$ cat src/rtl/multicycle_ctrl.sv
// Multi-cycle RV32I control sequencer: fetch, decode, execute, memory, write-back.
// Moore-style control decode from the registered state, with a per-access ack timeout.
//
//  state  | meaning
//  IDLE   | halted, waits for run=1
//  FETCH  | imem_req held until imem_ack; IR loads on ack
//  DECODE | register read / immediate generation, opcode legality check
//  EXEC   | ALU cycle; branches resolve and retire here
//  MEM    | dmem_req held until dmem_ack; stores retire here
//  WB     | register-file write, PC update, retire
//  FAULT  | illegal opcode or ack timeout; left only by rst
module multicycle_ctrl #(
    parameter int TIMEOUT = 255,
    parameter int CNT_W   = 8
) (
    input  logic        clk,
    input  logic        rst,
    input  logic        run,
    input  logic [6:0]  opcode,
    input  logic        branch_taken,
    output logic        imem_req,
    input  logic        imem_ack,
    output logic        dmem_req,
    output logic        dmem_we,
    input  logic        dmem_ack,
    output logic        ir_we,
    output logic        pc_we,
    output logic        pc_sel,
    output logic        regWrite,
    output logic        MemtoReg,
    output logic        busy,
    output logic        fault,
    output logic [2:0]  state,
    output logic [31:0] instret
);

    typedef enum logic [2:0] {
        S_IDLE   = 3'd0,
        S_FETCH  = 3'd1,
        S_DECODE = 3'd2,
        S_EXEC   = 3'd3,
        S_MEM    = 3'd4,
        S_WB     = 3'd5,
        S_FAULT  = 3'd6
    } state_t;

    localparam logic [6:0] OP_LUI    = 7'b0110111;
    localparam logic [6:0] OP_AUIPC  = 7'b0010111;
    localparam logic [6:0] OP_JAL    = 7'b1101111;
    localparam logic [6:0] OP_JALR   = 7'b1100111;
    localparam logic [6:0] OP_OP     = 7'b0110011;
    localparam logic [6:0] OP_OPIMM  = 7'b0010011;
    localparam logic [6:0] OP_BRANCH = 7'b1100011;
    localparam logic [6:0] OP_LOAD   = 7'b0000011;
    localparam logic [6:0] OP_STORE  = 7'b0100011;
    localparam logic [6:0] OP_SYSTEM = 7'b1110011;

    localparam logic [CNT_W-1:0] CNT_LAST = CNT_W'(TIMEOUT - 1);

    state_t           state_q, state_d;
    logic [CNT_W-1:0] cnt_q;
    logic             retire;
    logic             timed_out;

    // The cycle that would bring the counter to TIMEOUT is the last one allowed.
    assign timed_out = (cnt_q == CNT_LAST);

    always_comb begin
        state_d  = state_q;
        imem_req = 1'b0;
        ir_we    = 1'b0;
        dmem_req = 1'b0;
        dmem_we  = 1'b0;
        pc_we    = 1'b0;
        pc_sel   = 1'b0;
        regWrite = 1'b0;
        MemtoReg = 1'b0;
        retire   = 1'b0;
        case (state_q)
            S_IDLE: begin
                if (run) state_d = S_FETCH;
            end
            S_FETCH: begin
                imem_req = 1'b1;
                ir_we    = imem_ack;
                if (imem_ack)       state_d = S_DECODE;
                else if (timed_out) state_d = S_FAULT;
            end
            S_DECODE: begin
                case (opcode)
                    OP_LUI, OP_AUIPC, OP_JAL, OP_JALR, OP_OP, OP_OPIMM,
                    OP_BRANCH, OP_LOAD, OP_STORE: state_d = S_EXEC;
                    OP_SYSTEM: begin
                        retire  = 1'b1;
                        state_d = S_IDLE;
                    end
                    default: state_d = S_FAULT;
                endcase
            end
            S_EXEC: begin
                case (opcode)
                    OP_LOAD, OP_STORE: state_d = S_MEM;
                    OP_BRANCH: begin
                        pc_we   = 1'b1;
                        pc_sel  = branch_taken;
                        retire  = 1'b1;
                        state_d = run ? S_FETCH : S_IDLE;
                    end
                    default: state_d = S_WB;
                endcase
            end
            S_MEM: begin
                dmem_req = 1'b1;
                dmem_we  = (opcode == OP_STORE);
                if (dmem_ack) begin
                    if (opcode == OP_STORE) begin
                        pc_we   = 1'b1;
                        retire  = 1'b1;
                        state_d = run ? S_FETCH : S_IDLE;
                    end else begin
                        state_d = S_WB;
                    end
                end else if (timed_out) begin
                    state_d = S_FAULT;
                end
            end
            S_WB: begin
                regWrite = 1'b1;
                MemtoReg = (opcode == OP_LOAD);
                pc_we    = 1'b1;
                pc_sel   = (opcode == OP_JAL) || (opcode == OP_JALR);
                retire   = 1'b1;
                state_d  = run ? S_FETCH : S_IDLE;
            end
            S_FAULT: state_d = S_FAULT;
            default: state_d = S_FAULT;
        endcase
    end

    always_ff @(posedge clk) begin
        if (rst) begin
            state_q <= S_IDLE;
            cnt_q   <= '0;
            instret <= '0;
        end else begin
            state_q <= state_d;
            // Any state change clears the counter, which covers entry into FETCH and MEM.
            if (state_d != state_q)
                cnt_q <= '0;
            else if ((imem_req && !imem_ack) || (dmem_req && !dmem_ack))
                cnt_q <= cnt_q + 1'b1;
            if (retire)
                instret <= instret + 32'd1;
        end
    end

    assign busy  = (state_q != S_IDLE) && (state_q != S_FAULT);
    assign fault = (state_q == S_FAULT);
    assign state = state_q;

endmodule

$ cat config.mk
export PLATFORM = sky130hd
export DESIGN_NAME = multicycle_ctrl
export DESIGN_NICKNAME = d
export VERILOG_FILES = /design/src/rtl/multicycle_ctrl.sv
export SDC_FILE = /design/constraint.sdc
export NUM_CORES = 1
export LEC_CHECK = 0
export ABC_AREA = 0
export CORE_MARGIN = 2
export CORE_UTILIZATION = 45
export CTS_CLUSTER_DIAMETER = 100
export DETAILED_ROUTE_END_ITERATION = 8
export HOLD_SLACK_MARGIN = 0.02
export PLACE_DENSITY_LB_ADDON = 0.08
export SLEW_MARGIN = 30
export SYNTH_ARGS = -nofsm -noshare
export SYNTH_HDL_FRONTEND = slang
export SYNTH_SLANG_ARGS = --single-unit
$ cat constraint.sdc
create_clock -name clk -period 2.5 [get_ports clk]
set_clock_uncertainty 0.1 [all_clocks]
set_input_delay 0.375 -clock clk [delete_from_list [all_inputs] [get_ports clk]]
set_output_delay 0.375 -clock clk [all_outputs]
set_load 0.02 [all_outputs]
==> impl_metrics.yaml <==
global_route:
  grt_max_degree: 25
  grt_pass1_vias: 2428
  antenna_found_initial: 0
  grt_pass1_wl_um: 10900
  track_usage: 0.212
  grt-ovfl-total: 0
floorplanning:
  die_area_sq_mm: 0.00624
  fp-row-count: 27
  coreArea_sq_mm: 0.00547
  die_x_um: 79.0
  die_h_um: 79.0
  io_pins: 58
  start_util: 0.463
route:
  ant_nets: 0
  drt_drc_violations_left: 0
  wl_per_cell_um: 13.5
  firstDrtPassIters: 4
  vias_per_cell: 5.38
  routed_wl_um: 6350
  first_iter_violations: 138
  vias: 2525
sta:
  finalSetupTns_ns: 0
  tightest_slew_ns: 0.464
  setup_viol: 0
  slew_headroom: 0.690
  slew_violations: 0
  hold_ws_ns: 0.375
  max_freq_ghz: 0.414
  hold_viol_final: 0
  fin_crit_ns: 2.42
  fin_crit_sh: 0.966
yosys:
  seq_area_frac_synth: 0.340
  synth_commonest_cells: "48 x nor2_1, 43 x dfxtp_1, 26 x xor2_1, 22 x nand2_1, 22 x nand4_1"
  ys_ff_latch: 43
  synth.top_cell.area_share: 0.340
  synth.most_common_cell: "nor2_1"
  synth_area_sq_mm: 0.00253
  synth_cell_type_count: 48
  yosysTopAreaCell: "dfxtp_1"
  yosysWarnings: 0
  async_flop_share: 0
  synthCells: 316
  synth_edf_count: 0
  syn_area_per_cell_sq_um: 8.01
  ys.flop_type: "dfxtp_1"
  syn_nets: 334
  netlist_top_cells_area: "dfxtp_1 34%, xor2_1 9.0%, nor2_1 7.1%, nand4_1 5.4%, xnor2_1 4.2%"
critical_path:
  crit_fanout: 12
  crit_top_cell: "buf_4"
  cp.arrival_ns: 1.94
  required_ns: 2.03
  end_kind: "primary output"
  max_stage_delay_ns: 0.60
  cp-start-kind: "register"
  slowest_stage: "clkdlybuf4s50_1"
  crit_chain: "buf_4 > buf_4 > nor3b_2 > and2_1 > clkdlybuf4s50_1"
  path_class: "register to primary output"
cells_and_area:
  design_area_sq_mm: 0.00352
  diodes: 0
  fin_nets: 415
  drive_gt1_frac: 0.144
  regArea_sq_um: 863
  postLayoutCoreUtil: 0.642
  multi_input_area_sq_mm: 0.00160
  areaGrowthSynthToFinish_pct: 38.8
  num-fill-cells: 527
clocking:
  cts.sinks: 43
  cts_buffer_depth: 2
  root_buffer: "clkbuf_8"
  insertion_delay_ns: 0.29
  h-tree-depth: 2
  cts_tree: "done"
  cts_setup_buffers: 0
  numCtsBuffers: 5
  clkSlewWorstSetupHoldPaths_ns: 0.08
power:
  p_per_area_mw_per_mm2: 440
  irDropWorstVdd_uv: 298
  leakage_nw: 1.32
place:
  hpwl_um: 4650
  gp_congestion: 0.854
  placed_cell_area_sq_mm: 0.00337
  port_buffers: 57
flow_run:
  drv_cap: 0
status:
  status: "complete, no violations"
min_path:
  hold_class: "register to register"
-- per-layer routing --
metal	routed length (um)	up-vias	global-route usage	part of all wire
li1	-	1289	-	-
met1	2980	1169	0.274	0.47
met2	3040	61	0.358	0.48
met3	289	6	0.0466	0.046
met4	38	0	0.0569	0.0060
met5	0	-	0	0
-- timing repair --
action / 4_1_cts / 5_1_grt
resized for setup: 9 / 7
hold buffers: 0 / 0
pin swaps: 0 / 1
endpoints found under the setup margin: 5 / 11
-- power breakdown --
part	leakage, nW	internal (mW)	total [mW]	switching (mW)
logic	0.926	0.146	0.319	0.173
clock network	0.0502	0.292	0.525	0.233
registers	0.347	0.692	0.702	0.0102
-- kinds of logic (layout without fill, tap and decap cells) --
kind of cell / count (synthesis) / in the layout / synth area share
flip-flops: 43 / 43 / 0.340
adder cells (fa/ha/maj): 5 / 5 / 0.0247
AO/OA/AOI/OAI: 39 / 39 / 0.111
AND/OR/NAND/NOR: 165 / 165 / 0.351
buffers and inverters: 26 / 107 / 0.0425
XOR/XNOR: 38 / 38 / 0.131
-- layout make-up --
cell class | instances | area share
Timing Repair Buffer | 90 | 0.232
Clock inverter | 2 | 0.0107
Inverter | 10 | 0.0107
Multi-Input combinational cell | 247 | 0.456
Sequential cell | 43 | 0.246
Clock buffer | 5 | 0.0196
Tap cell | 72 | 0.0256
-- registers in the layout (all words and copies together) (netlist names) --
register,count
instret,32
state,3
cnt_q,8
-- per-stage QoR --
| step | instances | total power [mW] | setup WS (ns) |
|---|---|---|---|
| detailed placement | 462 | 1.03 | -0.377 |
| finish | 469 | 1.55 | 0.0842 |
| global route | 469 | 1.62 | -0.00734 |
| floorplan | 316 | 0.888 | 0.0678 |
| CTS | 469 | 1.56 | 0.0206 |
| global placement | 462 | 1.03 | -0.346 |
-- cells in the final DEF (no fill, tap or decap), types with 2 or more instances in the layout --
cell type         n
dfxtp_2           2
clkdlybuf4s50_1  53
clkinv_1          2
nor2_1           48
or4_1             2
a31oi_1           3
a21oi_1           9
dfxtp_1          41
o21ai_0           8
clkbuf_8          5
nand3b_1          4
xor2_1           26
ha_1              5
nor2b_1           2
nor4_1            5
a211oi_1          2
o31ai_1           2
buf_4            33
nand3_1          11
o211ai_1          3
and2_1            4
dlygate4sd2_1     2
nor4bb_2          2
nand4_1          22
and3_1           10
xnor2_1          12
inv_1             8
nand2b_1          2
nand2_1          22
a31o_2            2
and4_1            4
nor3_1           12
nor4b_1           3
nor3b_1           4
-- worst max-delay path, delay by kind of cell (launching register included) --
family | cells | cell delay (ns)
buffers and inverters | 3 | 0.95
DFF | 1 | 0.33
and+or+nand+nor | 2 | 0.38
-- worst paths after layout --
kind,startpoint,end,slack [ns],cells after the start
max,state[2],ir_we,0.08,5
min,instret[31],instret[31],0.38,2
max reg2reg,state[2],cnt_q[6],0.18,10
min reg2reg,instret[31],instret[31],0.38,2
Power figures use the tool's default switching activity.
